`src/rtl/uart_mmio_tx_if.sv`:
```
// Native memory-bus bundle between the CPU side (master) and the UART transmitter (slave).
interface uart_mmio_tx_if;
    logic        mem_valid;
    logic [31:0] mem_addr;
    logic [31:0] mem_wdata;
    logic [3:0]  mem_wstrb;
    logic [31:0] mem_rdata;
    logic        mem_ready;

    modport master (
        output mem_valid, mem_addr, mem_wdata, mem_wstrb,
        input  mem_rdata, mem_ready
    );

    modport slave (
        input  mem_valid, mem_addr, mem_wdata, mem_wstrb,
        output mem_rdata, mem_ready
    );
endinterface

```
`src/rtl/uart_mmio_tx.sv`:
```
// Memory-mapped transmit-only 8N1 UART with TXDATA/STATUS/BAUDDIV registers.
// Define UART_TX_FIFO_EN to queue bytes in a FIFO_DEPTH FIFO instead of a single holding register.
module uart_mmio_tx #(
    parameter int CLOCK_FREQ = 125_000_000,
    parameter int BAUD_RATE  = 115200,
    parameter int FIFO_DEPTH = 16
) (
    input  logic          sys_clk,
    input  logic          rst_n,
    uart_mmio_tx_if.slave bus,
    output logic          uart_tx
);
    localparam logic [15:0] DIV_RESET = 16'(CLOCK_FREQ / BAUD_RATE);

    typedef enum logic [1:0] {ST_IDLE, ST_START, ST_DATA, ST_STOP} tx_state_e;
    typedef enum logic [1:0] {
        REG_TXDATA  = 2'd0,
        REG_STATUS  = 2'd1,
        REG_BAUDDIV = 2'd2,
        REG_RSVD    = 2'd3
    } reg_sel_e;

    reg_sel_e    reg_sel;
    logic        accept, wr_en, rd_en;
    logic        push_req, push, pop;
    logic        q_full, q_empty;
    logic [7:0]  q_data;
    logic        ready_q;
    logic [31:0] rdata_q, read_value;
    logic [15:0] baud_div;
    logic        overflow;
    logic        busy;

    tx_state_e   state, state_next;
    logic [15:0] baud_cnt, frame_div;
    logic [2:0]  bit_cnt;
    logic [7:0]  shreg;
    logic        tx_q, tx_next, shift, bit_done;

    assign reg_sel  = reg_sel_e'(bus.mem_addr[3:2]);
    assign accept   = bus.mem_valid && !ready_q;
    assign wr_en    = accept && (bus.mem_wstrb != 4'b0000);
    assign rd_en    = accept && (bus.mem_wstrb == 4'b0000);
    // Full is sampled before this cycle's pop, so a write racing a pop into a full queue is dropped.
    assign push_req = wr_en && (reg_sel == REG_TXDATA) && bus.mem_wstrb[0];
    assign push     = push_req && !q_full;

    assign bus.mem_ready = ready_q;
    assign bus.mem_rdata = rdata_q;
    assign uart_tx       = tx_q;

`ifdef UART_TX_FIFO_EN
    localparam int AW = $clog2(FIFO_DEPTH);

    logic [7:0]  fifo_mem [FIFO_DEPTH];
    logic [AW:0] wr_ptr, rd_ptr;

    // Extra pointer bit separates full from empty when the index bits match.
    assign q_empty = (wr_ptr == rd_ptr);
    assign q_full  = (wr_ptr[AW] != rd_ptr[AW]) && (wr_ptr[AW-1:0] == rd_ptr[AW-1:0]);
    assign q_data  = fifo_mem[rd_ptr[AW-1:0]];

    always_ff @(posedge sys_clk or negedge rst_n) begin
        if (!rst_n) begin
            wr_ptr <= '0;
            rd_ptr <= '0;
        end else begin
            if (push) wr_ptr <= wr_ptr + {{AW{1'b0}}, 1'b1};
            if (pop)  rd_ptr <= rd_ptr + {{AW{1'b0}}, 1'b1};
        end
    end

    // NOTE: storage has no reset; the pointers alone define which entries are valid.
    always_ff @(posedge sys_clk) begin
        if (push) fifo_mem[wr_ptr[AW-1:0]] <= bus.mem_wdata[7:0];
    end
`else
    localparam int unused_fifo_depth = FIFO_DEPTH;

    logic       hold_valid;
    logic [7:0] hold_data;

    assign q_empty = !hold_valid;
    assign q_full  = hold_valid;
    assign q_data  = hold_data;

    always_ff @(posedge sys_clk or negedge rst_n) begin
        if (!rst_n)    hold_valid <= 1'b0;
        else if (push) hold_valid <= 1'b1;
        else if (pop)  hold_valid <= 1'b0;
    end

    always_ff @(posedge sys_clk) begin
        if (push) hold_data <= bus.mem_wdata[7:0];
    end
`endif

    assign busy = (state != ST_IDLE) || !q_empty;

    // NOTE: every always_comb output gets a default first so no path leaves it unassigned (no latch).
    always_comb begin
        read_value = '0;
        case (reg_sel)
            REG_STATUS:  read_value = {28'd0, !busy, overflow, q_full, busy};
            REG_BAUDDIV: read_value = {16'd0, baud_div};
            default:     read_value = '0;
        endcase
    end

    // NOTE: sequential state uses non-blocking assignments so all registers update from pre-edge values.
    always_ff @(posedge sys_clk or negedge rst_n) begin
        if (!rst_n) begin
            ready_q  <= 1'b0;
            rdata_q  <= '0;
            baud_div <= DIV_RESET;
            overflow <= 1'b0;
        end else begin
            ready_q <= accept;
            rdata_q <= rd_en ? read_value : '0;
            if (wr_en && (reg_sel == REG_BAUDDIV) && (|bus.mem_wstrb[1:0]))
                baud_div <= (bus.mem_wdata[15:0] == 16'd0) ? 16'd1 : bus.mem_wdata[15:0];
            if (push_req && q_full)
                overflow <= 1'b1;
            else if (wr_en && (reg_sel == REG_STATUS) && bus.mem_wdata[2])
                overflow <= 1'b0;
        end
    end

    assign bit_done = (baud_cnt == 16'd0);

    always_comb begin
        state_next = state;
        tx_next    = tx_q;
        pop        = 1'b0;
        shift      = 1'b0;
        case (state)
            ST_IDLE: begin
                if (!q_empty) begin
                    pop        = 1'b1;
                    state_next = ST_START;
                    tx_next    = 1'b0;
                end
            end
            ST_START: begin
                if (bit_done) begin
                    state_next = ST_DATA;
                    tx_next    = shreg[0];
                end
            end
            ST_DATA: begin
                if (bit_done) begin
                    shift = 1'b1;
                    if (bit_cnt == 3'd7) begin
                        state_next = ST_STOP;
                        tx_next    = 1'b1;
                    end else begin
                        tx_next = shreg[1];
                    end
                end
            end
            ST_STOP: begin
                // Chain straight into the next start bit when another byte is waiting.
                if (bit_done) begin
                    if (!q_empty) begin
                        pop        = 1'b1;
                        state_next = ST_START;
                        tx_next    = 1'b0;
                    end else begin
                        state_next = ST_IDLE;
                    end
                end
            end
            default: state_next = ST_IDLE;
        endcase
    end

    always_ff @(posedge sys_clk or negedge rst_n) begin
        if (!rst_n) begin
            state     <= ST_IDLE;
            tx_q      <= 1'b1;
            baud_cnt  <= '0;
            frame_div <= DIV_RESET;
            bit_cnt   <= '0;
            shreg     <= '0;
        end else begin
            state <= state_next;
            tx_q  <= tx_next;
            if (pop) begin
                // The divisor is latched per frame so mid-frame BAUDDIV writes wait for the next start.
                shreg     <= q_data;
                frame_div <= baud_div;
                baud_cnt  <= baud_div - 16'd1;
                bit_cnt   <= '0;
            end else if (state != ST_IDLE) begin
                if (bit_done) begin
                    baud_cnt <= frame_div - 16'd1;
                    if (shift) begin
                        shreg   <= {1'b0, shreg[7:1]};
                        bit_cnt <= bit_cnt + 3'd1;
                    end
                end else begin
                    baud_cnt <= baud_cnt - 16'd1;
                end
            end
        end
    end

    logic unused_bits;
    assign unused_bits = &{1'b0, bus.mem_addr[31:4], bus.mem_addr[1:0], bus.mem_wdata[31:16]};
endmodule

```
`src/flat_wrapper.sv`:
```
// flat-port wrapper written by rule: the top's interface ports become plain ports
module uart_mmio_tx_flat 
#(
    parameter int CLOCK_FREQ = 125_000_000,
    parameter int BAUD_RATE  = 115200,
    parameter int FIFO_DEPTH = 16
)
  (sys_clk, rst_n, uart_tx, bus_mem_valid, bus_mem_addr, bus_mem_wdata, bus_mem_wstrb, bus_mem_rdata, bus_mem_ready);
  uart_mmio_tx_if bus_i ();
  input  logic sys_clk;
  input  logic rst_n;
  output logic uart_tx;
  input wire logic [$bits(bus_i.mem_valid)-1:0] bus_mem_valid;
  input wire logic [$bits(bus_i.mem_addr)-1:0] bus_mem_addr;
  input wire logic [$bits(bus_i.mem_wdata)-1:0] bus_mem_wdata;
  input wire logic [$bits(bus_i.mem_wstrb)-1:0] bus_mem_wstrb;
  output wire logic [$bits(bus_i.mem_rdata)-1:0] bus_mem_rdata;
  output wire logic [$bits(bus_i.mem_ready)-1:0] bus_mem_ready;
  assign bus_i.mem_valid = bus_mem_valid;
  assign bus_i.mem_addr = bus_mem_addr;
  assign bus_i.mem_wdata = bus_mem_wdata;
  assign bus_i.mem_wstrb = bus_mem_wstrb;
  assign bus_mem_rdata = bus_i.mem_rdata;
  assign bus_mem_ready = bus_i.mem_ready;
  uart_mmio_tx #(.CLOCK_FREQ(CLOCK_FREQ), .BAUD_RATE(BAUD_RATE), .FIFO_DEPTH(FIFO_DEPTH)) u_core (.sys_clk(sys_clk), .rst_n(rst_n), .bus(bus_i), .uart_tx(uart_tx));
endmodule
```
`config.mk`:
```
export PLATFORM = sky130hd
export DESIGN_NAME = uart_mmio_tx_flat
export DESIGN_NICKNAME = d
export VERILOG_FILES = /design/src/rtl/uart_mmio_tx_if.sv /design/src/rtl/uart_mmio_tx.sv /design/src/flat_wrapper.sv
export SDC_FILE = /design/constraint.sdc
export NUM_CORES = 1
export LEC_CHECK = 0
export CORE_MARGIN = 5
export CORE_UTILIZATION = 55
export CTS_CLUSTER_DIAMETER = 50
export CTS_CLUSTER_SIZE = 20
export DETAILED_ROUTE_END_ITERATION = 10
export PLACE_DENSITY_LB_ADDON = 0.25
export SLEW_MARGIN = 20
export SYNTH_ARGS = -nofsm -noshare
export SYNTH_HDL_FRONTEND = slang
export SYNTH_SLANG_ARGS = --single-unit
export TNS_END_PERCENT = 5
```
`constraint.sdc`:
```
create_clock -name sys_clk -period 11.34 [get_ports sys_clk]
set_input_delay 1.134 -clock sys_clk [delete_from_list [all_inputs] [get_ports sys_clk]]
set_output_delay 1.134 -clock sys_clk [all_outputs]
set_load 0.02 [all_outputs]
```
Word level (Yosys, flattened, before mapping)

Index checks and enable logic that the tools add are counted.

Flip-flop bits (word level): 105
Output and inout port bits: 34
Word-level logic and storage cells: 94
Input bits: 71

Reduce and logical (&&, ||, !) cells: 31
Equality and inequality tests: 11
Mux-type cells: 36
Add/sub/neg operators: 4

Operators by type and width:

| operator                                              | count |
|---|---|
| 2-to-1 mux 16 bit                                     | 5 |
| subtractor 16 x 1 -> 16 bit, second input constant    | 3 |
| logical NOT 16 bit                                    | 2 |
| 2-to-1 mux 8 bit                                      | 4 |
| case mux 16 bit (2 select lines)                      | 1 |
| 2-to-1 mux 1 bit                                      | 14 |
| 2-to-1 mux 3 bit                                      | 4 |
| nonzero test 2 bit                                    | 6 |
| logical AND 1 bit                                     | 11 |
| 2-to-1 mux 2 bit                                      | 5 |
| inequality test 2 x 1 -> 1 bit, second input constant | 5 |
| case mux 2 bit (4 select lines)                       | 1 |
| equality test 2 bit, second input constant            | 3 |
| AND reduction 3 bit                                   | 2 |
| AND reduction 5 bit                                   | 1 |
| equality test 2 x 1 -> 1 bit, second input constant   | 2 |
| logical NOT 2 bit                                     | 2 |
| logical NOT 4 bit                                     | 1 |
| case mux 1 bit (4 select lines)                       | 1 |
| nonzero test 4 bit                                    | 1 |
| adder 3 x 1 -> 3 bit, second input constant           | 1 |
| equality test 3 bit, second input constant            | 1 |
| logical NOT 1 bit                                     | 3 |
| case mux 1 bit (2 select lines)                       | 1 |
| other kinds (2)                                       | 2 |

Depth between registers and ports, before layout

Gate-level depths: netlist of the first run.

Word-level depth: 7
Depth in mapped cells: 17
Depth with buffers taken out: 15

Worst setup path before layout of the first run

OpenSTA, ideal clock, no wires.

Kind: register -> register
Start: reg u_core.state[0]
End: reg u_core.baud_cnt[12]
Setup time: 137 ps
Setup slack: 7,766 ps
Arrival time: 3,437 ps
Path buffers: 3
Data required time: 11,203 ps
Cell stages (with the launch flop): 16
Period minus slack after synthesis: 3,574 ps
Cell sequence: dfrtp_1 -> inv_1 -> ha_1 -> clkbuf_1 -> and3b_1 -> clkbuf_1 -> a21o_1 -> clkbuf_1 -> o21a_1 -> ha_1 -> nand2b_1 -> or4_1 -> mux2i_1 -> nand4_1 -> xnor2_1 -> a21oi_1

Word-level cells in the longest chain between the ends: 3

Ends and longest elaborated chain:

| element                                                         | RTL line            | text |
|---|---|---|
| start: declaration                                              | uart_mmio_tx.sv:34  | `tx_state_e state, state_next;` |
| start signal: assignment                                        | uart_mmio_tx.sv:186 | `state <= state_next;` |
| equality test 2 bit / logical NOT 2 bit (equally long branches) | uart_mmio_tx.sv:136 | `case (state)` |
| case mux 1 bit (2 select lines)                                 | uart_mmio_tx.sv:136 |  |
| 2-to-1 mux 16 bit / nonzero test 2 bit (equally long branches)  | -                   |  |
| end signal: assignment                                          | uart_mmio_tx.sv:192 | `baud_cnt <= baud_div - 16'd1;` |
| end signal: assignment                                          | uart_mmio_tx.sv:196 | `baud_cnt <= frame_div - 16'd1;` |
| end signal: assignment                                          | uart_mmio_tx.sv:202 | `baud_cnt <= baud_cnt - 16'd1;` |
| end: declaration                                                | uart_mmio_tx.sv:35  | `logic [15:0] baud_cnt, frame_div;` |

Parallel ways exist; a longest one is shown, timed or not.
A chain may end at the register's enable or synchronous reset.

Final worst setup path of the first run

Start: reg u_core.baud_cnt[7]
End: reg u_core.baud_cnt[10]

Word-level cells in the longest chain between the ends: 4

Ends and longest elaborated chain:

| element                                                                     | RTL line |
|---|---|
| subtractor 16 x 1 -> 16 bit / logical NOT 16 bit (equally long branches)    | uart_mmio_tx.sv:202, uart_mmio_tx.sv:129 |
| 2-to-1 mux 16 bit / 2-to-1 mux 1 bit (equally long branches)                | uart_mmio_tx.sv:195, uart_mmio_tx.sv:163 |
| 2-to-1 mux 16 bit / case mux 1 bit (2 select lines) (equally long branches) | uart_mmio_tx.sv:194, uart_mmio_tx.sv:136 |
| 2-to-1 mux 16 bit / nonzero test 2 bit (equally long branches)              | - |

Parallel ways exist; a longest one is shown, timed or not. The select of a mux whose other input is x is not followed.

==> metrics.yaml, run 1 <==
cts_setup_buffers: 0
routed_via_density: 5.877
syn_to_final_growth_pct: 13.35
synthTopCellsByArea: "dfrtp_1 (37%), dfstp_2 (7.4%), nand2_1 (6.1%), edfxtp_1 (5.2%), nor2_1 (4.3%)"
status: "finished, final reports clean"
synth_largest_area_cell: "dfrtp_1"
synth_edf_count: 8
required_ns: 11.55
portBuffers: 42
die_w_um: 101.6
setup_viol: 0
finalCriticalPeriod_ns: 4.009
rr_startpoint: "u_core.baud_cnt[7]$_DFFE_PN0P_"
cts.path.max_buffers: 2
drv_cap: 0
crit_buf_inv: 0
critical-path-top-delay-family: "simple AND/OR/NAND/NOR gates"
worstPathArrival_ns: 4.22
io_pins: 105
ys_ff_latch: 89
hold_viol: 0
slew_viol_final: 0
dp_hpwl_um: 7319
tightest_slew_ns: 1.032
h-tree-depth: 3
finalCritPeriodShare_pct: 35.35
floorplan.die_area_um2: 10330
vias: 3620
ant_nets: 0
max_freq_ghz: 0.2495
drt_iter0_markers: 269
synth-main-ff-cell: "dfrtp_1"
cp-start-kind: "flop"
path_depth: 13
yosys_warnings: 0
rr_endpoint: "u_core.baud_cnt[10]$_DFFE_PN0P_"
synth_top_area_share_pct: 36.84
grt_usage_pct: 21.44
die_y_um: 101.6
totalWireLength_um: 10480
nets: 588
endpoint: "u_core.baud_cnt[10]$_DFFE_PN0P_"
crit_fanout: 15
syn_inst: 475
fp.coreArea_um2: 8217
path_class: "flop to flop"
root_buffer: "clkbuf_8"
cts_tree: "built"
relSlewSlack_pct: 30.92
hold_class: "flop to flop"
diodes: 0
drc: 0
synth_area_um2: 4619
yosysSeqAreaShare_pct: 49.43
drt-pass1-iter-count: 5
synth_cell_types: 57
avgSynthCellArea_um2: 9.725
path_cells: "nor4_1 -> nand3_1 -> nor2_1 -> a21oi_1 -> o21a_1 -> ha_1 -> nand2b_1 -> nor4_1 -> o31ai_1 -> mux2i_1 -> o211ai_2 -> xor2_1 -> a21oi_1"
async_reset_ff_share_pct: 91.01
slowest_delay_ns: 0.88
wire_per_inst_um: 17.01
reg2reg_depth: 13
hold_buffers: 0
ir_drop_v: 0.0001354
cts_resized: 0
crit_path_end_kind: "flop"
skew_ns: 0.01070
fin_setup_tns_ns: 0
worstSkewPairLatency_ns: 0.36
clock-sinks: 89
grt_max_degree: 82
leakagePower_nw: 2.183
startpoint: "u_core.baud_cnt[7]$_DFFE_PN0P_"
gr-total-overflow: 0
layout_commonest_cell: "nand2_1"
final_util_pct: 63.73
place.gp.congestion: 0.9018
grt_pass1_wl_um: 17640
grt_pass1_vias: 3572
start_util_pct: 56.22
mostFrequentLayoutCells: "nand2_1 (75), dfrtp_1 (68), nor2_1 (53)"
rsz0062_at_grt: "no"
drive_gt1_share_pct: 10.76
p_per_area_nw_per_um2: 213.9
r2r_slack_ns: 7.33
crit_slowest_cell: "nor2_1"
clk_pin_slew_ns: 0.10
numCtsBuffers: 9
num_rows: 33
antenna_found_initial: 0
-- routing by layer --
| metal | GRT usage, % | vias to the layer above | share of wire (%) |
|---|---|---|---|
| met4 | 7.157 | 0 | 2.1 |
| li1 | - | 1695 | - |
| met1 | 29.24 | 1753 | 44 |
| met3 | 3.926 | 25 | 6.4 |
| met2 | 34.66 | 147 | 48 |
| met5 | 0 | - | 0 |
-- cells in the mapped netlist, types with 8 or more instances --
library cell	number
nand2_1	75
mux2i_1	10
buf_4	16
o21ai_0	22
a21oi_1	22
and2_1	12
dfrtp_1	68
edfxtp_1	8
nor4_1	12
nor2_1	53
xnor2_1	8
nor3_1	9
mux2_2	15
ha_1	11
clkbuf_1	16
dfstp_2	13
-- cell families (layout without fill, tap and decap cells) --
family / Yosys count / count (layout) / synth area share, %
multiplexers: 25 / 25 / 5.823
adder cells (fa/ha/maj): 11 / 11 / 2.979
XOR/XNOR: 14 / 14 / 2.654
other: 1 / 16 / 0.08118
AND/OR/NAND/NOR: 199 / 199 / 20.04
AO/OA/AOI/OAI: 91 / 91 / 13.76
flip-flops: 89 / 89 / 49.43
buffers and inverters: 45 / 66 / 5.228
-- report_power, final --
group | total (W) | switching (W) | internal (W)
registers | 0.000508 | 0.0000880 | 0.000420
logic | 0.000385 | 0.000224 | 0.000161
clock network | 0.000227 | 0.000121 | 0.000106
total | 0.00112 | 0.000433 | 0.000687
-- layout make-up --
class                   instances  area, um2
clock buffers                   9      123.9
clock inverters                 7      82.58
fillers                       660       2980
inverters                       6      22.52
multi-input cells             356       2156
flip-flops and latches         89       2283
well taps                     105      131.4
repair buffers                 44      436.7
-- sequential cells by signal (all words and copies together) (netlist names) --
name,count
u_core.frame_div,16
u_core.uart_tx,1
u_core.bus.mem_rdata,16
u_core.shreg,8
u_core.bit_cnt,3
u_core.hold_valid,1
u_core.overflow,1
u_core.baud_div,16
u_core.state,2
u_core.baud_cnt,16
u_core.hold_data,8
u_core.bus.mem_ready,1
-- worst reg2reg max path: stages (launching register included) --
cell	delay, ns
dfrtp_1	0.43
nor4_1	0.45
nand3_1	0.61
nor2_1	0.89
a21oi_1	0.18
o21a_1	0.22
ha_1	0.23
nand2b_1	0.11
nor4_1	0.05
o31ai_1	0.07
mux2i_1	0.24
o211ai_2	0.15
xor2_1	0.15
a21oi_1	0.08
-- metrics by stage --
step	setup WS [ns]	hold slack, ns	std cells	total power [W]	cell area, um2
2_1_floorplan	7.766	0.4260	490	0.0007895	4676
3_3_place_gp	7.528	0.4339	600	0.0008723	5026
3_5_place_dp	7.377	0.4360	600	0.0008937	5026
4_1_cts	7.357	0.4600	616	0.001120	5233
5_1_grt	6.968	0.4861	616	0.001197	5236
6_report	7.331	0.4605	616	0.001120	5236
-- worst min path at each step --
stage | from | endpoint | cells past startpoint
after floorplan | u_core.hold_data[0]$_DFFE_PP_ | u_core.shreg[0]$_DFFE_PN0P_ | 2
after global placement | u_core.hold_data[0]$_DFFE_PP_ | u_core.shreg[0]$_DFFE_PN0P_ | 2
after detailed placement | u_core.hold_data[3]$_DFFE_PP_ | u_core.shreg[3]$_DFFE_PN0P_ | 2
after CTS | u_core.hold_data[1]$_DFFE_PP_ | u_core.shreg[1]$_DFFE_PN0P_ | 2
after global routing | u_core.hold_data[7]$_DFFE_PP_ | u_core.shreg[7]$_DFFE_PN0P_ | 1
final | u_core.hold_data[3]$_DFFE_PP_ | u_core.shreg[3]$_DFFE_PN0P_ | 2
No activity file was read; power rests on OpenSTA's default activity.
==> run 2: changes to the inputs <==
- CORE_UTILIZATION: 55 -> 51
- clock period: 11.34 -> 3.8 ns (I/O delays scaled with it)
==> run 2 against run 1 <==
Compared with the run above:
- global-route usage down 0.76 points
- sequential power rose to 3.0 times the previous value
- critical endpoint unchanged
- setup slack got worse by 7.0 ns
- core utilization is 3.2 points lower
- sequential share of layout area decreased by 0.59 points
- power increased to 3.0 times the previous value
- critical path depth up 1
- non-clock buffer count grew 11
- fmax increased by 16%
- wire length is 4.3% higher
- critical path type unchanged
==> metrics.yaml, run 2 (synthesis gave the netlist of run 1 again) <==
status: "finished, final reports clean"
reg2reg_depth: 14
mostFrequentLayoutCells: "nand2_1 (75), dfrtp_1 (68), nor2_1 (53)"
fin_area_um2: 5308
numCtsBuffers: 9
rr_startpoint: "u_core.state[0]$_DFFE_PN0P_"
totalWireLength_um: 10930
drv_cap: 0
crit_slowest_cell: "or4_1"
die_y_um: 105.2
slew_viol_final: 0
worstSkewPairLatency_ns: 0.36
worstPathArrival_ns: 3.75
portBuffers: 42
fin_hold_ws_ns: 0.03575
max_freq_ghz: 0.2884
floorplan.die_area_um2: 11060
num_rows: 34
slowest_delay_ns: 0.42
gr-total-overflow: 0
drive_gt1_share_pct: 12.84
hold_viol: 0
required_ns: 4.09
cp-start-kind: "flop"
fp.coreArea_um2: 8763
clock-sinks: 89
layout_commonest_cell: "nand2_1"
h-tree-depth: 3
rr_endpoint: "u_core.baud_cnt[10]$_DFFE_PN0P_"
ant_nets: 0
nets: 599
finalCritPeriodShare_pct: 91.24
cts_tree: "built"
tightest_slew_ns: 0.7921
rsz0062_at_grt: "no"
drc: 0
grt_pass1_wl_um: 18910
hold_buffers: 0
crit_fanout: 10
crit_path_end_kind: "flop"
dp_slack_ns: 0.3555
n_fill_cell: 748
start_util_pct: 52.71
dp_hpwl_um: 7892
drt_iter0_markers: 168
antenna_found_initial: 0
leakagePower_nw: 2.232
hold_class: "input port to async pin"
drt-pass1-iter-count: 5
vias: 3654
ir_drop_v: 0.0004263
seqCellArea_um2: 2283
root_buffer: "clkbuf_8"
die_w_um: 105.2
syn_to_final_growth_pct: 14.90
power_w: 0.003347
grt_usage_pct: 20.68
skew_ns: 0.009537
multiInputGateArea_um2: 2157
path_class: "flop to flop"
grt_max_degree: 82
diodes: 0
place.gp.congestion: 0.8940
dpl_cell_area_um2: 5112
wire_per_inst_um: 17.34
r2r_slack_ns: 0.33
clk_pin_slew_ns: 0.10
routed_via_density: 5.800
path_common_cell: "ha_1"
layout_setup_ws_ns: 0.3328
grt_pass1_vias: 3902
setup_viol: 0
p_per_area_nw_per_um2: 630.6
io_pins: 105
path_cells: "inv_1 -> ha_1 -> nand3b_1 -> nor3_1 -> a21o_2 -> o21a_1 -> ha_1 -> nand2b_1 -> or4_1 -> mux2i_1 -> buf_4 -> o211ai_2 -> xor2_1 -> a21oi_1"
cts_setup_buffers: 0
cts.path.max_buffers: 2
finalCriticalPeriod_ns: 3.467
fin_setup_tns_ns: 0
relSlewSlack_pct: 47.00
## run 2: changes by cell type in the layout (fill, tap and decap cells not counted), sizes merged
cell	previous run	this run
clkinvlp	1	0
inv	10	12
buf	3	14
bufinv	1	0
## run 2: metal layers
metal	global-route usage, %	up-vias	wire length [um]
li1	-	1722	-
met1	27.69	1801	4867
met2	34.35	125	5395
met3	4.624	6	593
met4	4.840	0	69
met5	0	-	0
## run 2: critical path: cells and delay by family (launching register included)
kind	cells	cell delay, ns
DFF	1	0.41
muxes	1	0.17
and+or+nand+nor	4	1.04
xor gates and xnor gates	1	0.15
adders and majority gates	2	0.61
AOI/OAI and AO/OA	4	0.73
buffers and inverters	2	0.29
## run 2: report_power, final
group	total [W]	internal (W)	switching, W
clock network	0.000643	0.000258	0.000385
registers	0.00152	0.00125	0.000268
logic	0.00118	0.000506	0.000679
total	0.00335	0.00202	0.00133
## run 2: stage by stage
stage	instances	utilization, %
after CTS	630	60.51
after floorplan	490	-
after global routing	630	60.57
after global placement	614	58.34
final	630	60.57
after detailed placement	614	58.34
## run 2: worst max path at each step
| stage | cells past startpoint | startpoint | slack [ns] | endpoint |
|---|---|---|---|---|
| floorplan | 15 | u_core.state[0]$_DFFE_PN0P_ | 0.23 | u_core.baud_cnt[12]$_DFFE_PN0P_ |
| global placement | 14 | u_core.state[0]$_DFFE_PN0P_ | 0.45 | u_core.baud_cnt[12]$_DFFE_PN0P_ |
| detailed placement | 14 | u_core.state[0]$_DFFE_PN0P_ | 0.36 | u_core.baud_cnt[10]$_DFFE_PN0P_ |
| CTS | 14 | u_core.state[0]$_DFFE_PN0P_ | 0.32 | u_core.baud_cnt[10]$_DFFE_PN0P_ |
| global route | 14 | u_core.state[0]$_DFFE_PN0P_ | 0.09 | u_core.baud_cnt[14]$_DFFE_PN0P_ |
| finish | 14 | u_core.state[0]$_DFFE_PN0P_ | 0.33 | u_core.baud_cnt[10]$_DFFE_PN0P_ |
## run 2: timing repair
item / 4_1_cts / 5_1_grt
endpoints found under the hold margin: 0 / 0
resized for setup: 0 / 1
endpoints found under the setup margin: 0 / 1
## run 2: area by class of cell
class,count,share of cell area (%)
tap,108,2.546
timing repair buffer,55,9.783
clock buffer,9,2.334
clock inverter,7,1.249
sequential,89,43.02
inverter,6,0.4243
multi-input combinational,356,40.64
==> variant 1 (config.mk and constraints of run 1) <==
The option `UART_TX_FIFO_EN` is turned on by a define.
--- a/src/rtl/uart_mmio_tx.sv
+++ b/src/rtl/uart_mmio_tx.sv
@@ -2,2 +2,4 @@
 // Define UART_TX_FIFO_EN to queue bytes in a FIFO_DEPTH FIFO instead of a single holding register.
+`define UART_TX_FIFO_EN
+
 module uart_mmio_tx #(
Function: changed (a bounded check fails within 10 cycles, from zero or initial values and one cycle with rst_n low).
==> variant 1 against run 1 <==
Setup slack worse by 1200 ps; clock skew increased by 2.9 ps; maximum frequency down 22%; utilization decreased by 0.34 points; sequential cell count rose by 129; synthesized cell count is 56% higher; area after synthesis increased by 120%; routed wire length is 110% higher; die area grew 100%; first-iteration DRC count grew 130%; power is 150% higher; final area grew 120%.
==> variant 1: results (changes against run 1) <==
stage	metric	value	unit	change
critical_path	family with the most delay on the worst path	compound AO/OA/AOI/OAI gates		
synth	Post-synth EDFFs	128		+120
clocking	Worst-path clk slew	70	ps	-30 ps
sta	Final Skew	13.7	ps	+2.95 ps
critical_path	worst-path maximum fanout	41		+26
critical_path	worst reg2reg path startpoint	u_core.rd_ptr[0]$_DFFE_PN0P_		
clocking	total CTS buffers	23		+14
synth	top post-synthesis cells by area	edfxtp_1 (39%), dfrtp_1 (19%), mux4_2 (9.1%)		
clocking	maximum root-to-sink buffer count	3		+1
sta	Least-Margin Pin Slew	892	ps	-140 ps
final_layout	fillcell total	1289		+95%
route	met3 WL	1230	µm	+84%
route	final wirelength	22300	µm	+110%
synth	Netlist cell types	75		+32%
final_layout	number of diodes	0		unchanged
route	WL/cell	21.7	µm	+27%
final_layout	layout cell share with drive strength beyond 1	16.1	%	+5.3 points
synth	sequential share of the synthesized area	61.5	%	+12 points
placement	Setup WS pre-CTS	5960	ps	-1410 ps
route	met1 WL	9170	µm	+100%
placement	Post-DP HPWL	14900	µm	+100%
global_routing	GR Util met2	37.7	%	+3.0 points
floorplan	Core Area	0.0179	mm²	+120%
pwr	Pleak	4.35	nW	+99%
run_status	status	finished clean		
global_routing	first-pass GRT wire length	35300	µm	+100%
route	met2 wire len	11200	µm	+130%
final_layout	Multi-input gate area	0.00354	mm²	+64%
hold_path	HP Start	u_core.frame_div[0]$_DFFE_PN1P_		
final_layout	Final nets	871		+48%
critical_path	max incr delay on CP	750	ps	-130 ps
placement	placer's final routability congestion estimate	0.923		+2.4%
route	vias per cell	6.14		+4.4%
route	initial DRC count	607		+130%
global_routing	met1 Use GR	29.0	%	-0.24 points
synth	most frequent cells after synthesis	edfxtp_1 (128), nand2_1 (111), dfrtp_1 (77)		
global_routing	routing usage on met3	3.24	%	-0.68 points
synth	Syn Inst Count	742		+56%
## variant 1: cell count changes after synthesis, sizes merged, moves of 8 or more
cell | before | now
nand3 | 7 | 16
xnor2 | 8 | 16
dfrtp | 68 | 77
edfxtp | 8 | 128
mux2 | 15 | 2
mux4 | 0 | 40
nand2 | 75 | 111
buf | 23 | 41
## variant 1: power by group
group | internal (mW) | switching (mW)
combinational | 0.390 | 0.509
sequential | 0.960 | 0.136
clock | 0.446 | 0.355
## variant 1: kinds of logic after synthesis
logic type,Yosys count,share of synthesized area [%]
AO/OA/AOI/OAI,121,8.90
XOR/XNOR,26,2.29
AND/OR/NAND/NOR,242,11.3
buffers and inverters,64,3.46
adder cells (fa/ha/maj),16,2.01
flip-flops,218,61.5
other,1,0.0377
multiplexers,54,10.5
## variant 1: layout make-up
class / count / share of cell area (%)
flip-flops and latches: 218 / 53.9
multi-input cells: 475 / 31.2
clock buffers: 24 / 5.10
repair buffers: 56 / 4.72
well taps: 229 / 2.52
clock inverters: 18 / 2.22
inverters: 10 / 0.331
## variant 1: worst min-delay path: cells and delay by family (launching register included)
kind	cells	cell delay, ps
flops	1	370
simple gates	2	100
## variant 1: worst paths after layout
kind	cells past startpoint	end	slack [ps]
max	16	u_core.baud_cnt[12]$_DFFE_PN0P_	6170
min	2	u_core.frame_div[0]$_DFFE_PN1P_	480
max reg2reg	16	u_core.baud_cnt[12]$_DFFE_PN0P_	6170
min reg2reg	2	u_core.frame_div[0]$_DFFE_PN1P_	480
max in group asynchronous	2	u_core.rd_ptr[0]$_DFFE_PN0P_	9710
min in group asynchronous	1	u_core.baud_cnt[11]$_DFFE_PN0P_	590
==> variant 2 (flow settings as in run 1) <==
Without the edit above. Re-encode `tx_state_e` (4 states) as one-hot, 4 bits wide.
--- a/src/rtl/uart_mmio_tx.sv
+++ b/src/rtl/uart_mmio_tx.sv
@@ -14,3 +14,3 @@
 
-    typedef enum logic [1:0] {ST_IDLE, ST_START, ST_DATA, ST_STOP} tx_state_e;
+    typedef enum logic [3:0] {ST_IDLE = 4'b0001, ST_START = 4'b0010, ST_DATA = 4'b0100, ST_STOP = 4'b1000} tx_state_e;
     typedef enum logic [1:0] {
Behaviour: same outputs for any inputs over 10 cycles, from zero or initial values and one cycle with rst_n low; not proved beyond that.
==> variant 2 against run 1 <==
Routed wire length is 1.9% lower; area after synthesis hardly changed; setup slack better by 230 ps; first-iteration DRC count is 0.37% lower; final area is 0.60% lower; count of clock-buffer cells in the layout is 1 higher; combinational power is 21% higher; sequential cell count is 2 higher; power is 9.1% higher; critical path type unchanged.
==> variant 2: results (changes against run 1) <==
stage	metric	value	unit	change
synth	most frequent cells after synthesis	nand2_1 (73), dfrtp_1 (69), a21oi_1 (25), nor2_1 (25), o21ai_0 (23)		
synth	FFs w/ async S/R, synth	91.2	%	+0.20 points
critical_path	max incr delay on CP	860	ps	-20 ps
synth	sequential share of the synthesized area	50.6	%	+1.2 points
placement	DP Area	0.00499	mm²	-0.67%
sta	Max transition margin	32.3	%	+1.3 points
run_status	status	finished clean		
synth	Netlist cell types	62		+8.8%
route	initial DRC count	268		-0.37%
critical_path	Crit-path slowest cell	o21ai_4		
placement	placer's final routability congestion estimate	0.880		-2.4%
synth	Syn Inst Count	452		-4.8%
placement	Post-DP HPWL	7140	µm	-2.5%
global_routing	largest net degree at the start of global routing	84		+2.4%
critical_path	Crit path arrival time	3990	ps	-230 ps
route	WL/cell	17.4	µm	+2.1%
placement	Placed Cells	576		-4.0%
pwr	Pleak	2.14	nW	-1.9%
pwr	Int Power	0.723	mW	+5.3%
critical_path	setup slack, reg-to-reg	7560	ps	+230 ps
route	vias per cell	5.81		-1.2%
critical_path	RR Endpoint	u_core.baud_cnt[12]$_DFFE_PN0P_		
hold_path	HP Start	u_core.hold_data[4]$_DFFE_PP_		
final_layout	fillcell total	666		+0.91%
final_layout	Final nets	559		-4.9%
final_layout	layout cell share with drive strength beyond 1	13.3	%	+2.6 points
global_routing	GRT Overall Usage	21.6	%	+0.20 points
global_routing	first-pass GRT wire length	17500	µm	-0.94%
critical_path	worst reg2reg path startpoint	u_core.state[1]$_DFFE_PN0P_		
critical_path	FF-to-FF path depth	9		-4
pwr	Gate power share	38.0	%	+3.6 points
synth	top post-synthesis cells by area	dfrtp_1 (37%), dfstp_2 (8.0%), nand2_1 (5.9%)		
hold_path	Hold Path End	u_core.shreg[4]$_DFFE_PN0P_		
[variant 2: cell count changes in the layout (fill, tap and decap cells not counted), moves of 4 or more]
cell | before | now
a211oi_1 | 6 | 2
a31oi_1 | 6 | 2
ha_1 | 11 | 6
nor2_1 | 53 | 25
nor3_1 | 9 | 16
nor4_1 | 12 | 6
o21a_1 | 2 | 7
o21ai_1 | 0 | 5
o31ai_1 | 7 | 0
o32ai_1 | 2 | 6
xnor2_1 | 8 | 4
[variant 2: worst max path at each step]
| stage | start | end | slack [ps] | cells after the start |
|---|---|---|---|---|
| 2_1_floorplan | u_core.state[1]$_DFFE_PN0P_ | u_core.baud_cnt[12]$_DFFE_PN0P_ | 8340 | 12 |
| 3_3_place_gp | u_core.state[1]$_DFFE_PN0P_ | u_core.baud_cnt[12]$_DFFE_PN0P_ | 7650 | 9 |
| 3_5_place_dp | u_core.state[1]$_DFFE_PN0P_ | u_core.baud_cnt[10]$_DFFE_PN0P_ | 7630 | 9 |
| 4_1_cts | u_core.state[1]$_DFFE_PN0P_ | u_core.baud_cnt[12]$_DFFE_PN0P_ | 7600 | 9 |
| 5_1_grt | u_core.state[1]$_DFFE_PN0P_ | u_core.baud_cnt[10]$_DFFE_PN0P_ | 7260 | 9 |
| 6_report | u_core.state[1]$_DFFE_PN0P_ | u_core.baud_cnt[12]$_DFFE_PN0P_ | 7560 | 9 |
[variant 2: final cells by class]
type / count / share of cell area [%]
clock buffer: 10 / 2.86
clock inverter: 6 / 1.15
inverter: 6 / 0.433
multi-input combinational: 332 / 40.1
sequential: 91 / 44.9
tap: 105 / 2.52
timing repair buffer: 42 / 8.10
[variant 2: per-layer routing]
| metal | part of all wire (%) | vias up | wire (µm) | track usage, % |
|---|---|---|---|---|
| li1 | - | 1642 | - | - |
| met1 | 43 | 1681 | 4440 | 30.1 |
| met2 | 50 | 95 | 5100 | 34.3 |
| met3 | 5.0 | 19 | 510 | 3.24 |
| met4 | 2.3 | 0 | 233 | 8.49 |
| met5 | 0 | - | 0 | 0 |
[variant 2: stage by stage]
step	worst slack, ps	total power [mW]	utilization, %	hold WS (ps)
final	7560	1.22	63.3	462
after global routing	7260	1.32	63.3	492
after CTS	7600	1.22	63.3	466
after detailed placement	7630	0.993	60.8	438
after global placement	7650	0.978	60.8	432
after floorplan	8340	0.891	-	426
[variant 2: cells by family (layout without fill, tap and decap cells)]
family	count (synthesis)	after routing	share of synthesized area (%)
buf+inv	44	64	5.45
other cells	1	16	0.0812
mux	26	26	6.13
xor+xnor	11	11	2.09
fa+ha+maj	6	6	1.63
compound gates	107	107	16.1
flops	91	91	50.6
simple gates	166	166	17.9
[variant 2: worst max-delay path: cells and delay by family (launching register included)]
kind,cells,cell delay [ps]
flops,1,530
xor+xnor,1,200
compound gates,4,1450
simple gates,3,1220
fa+ha+maj,1,220
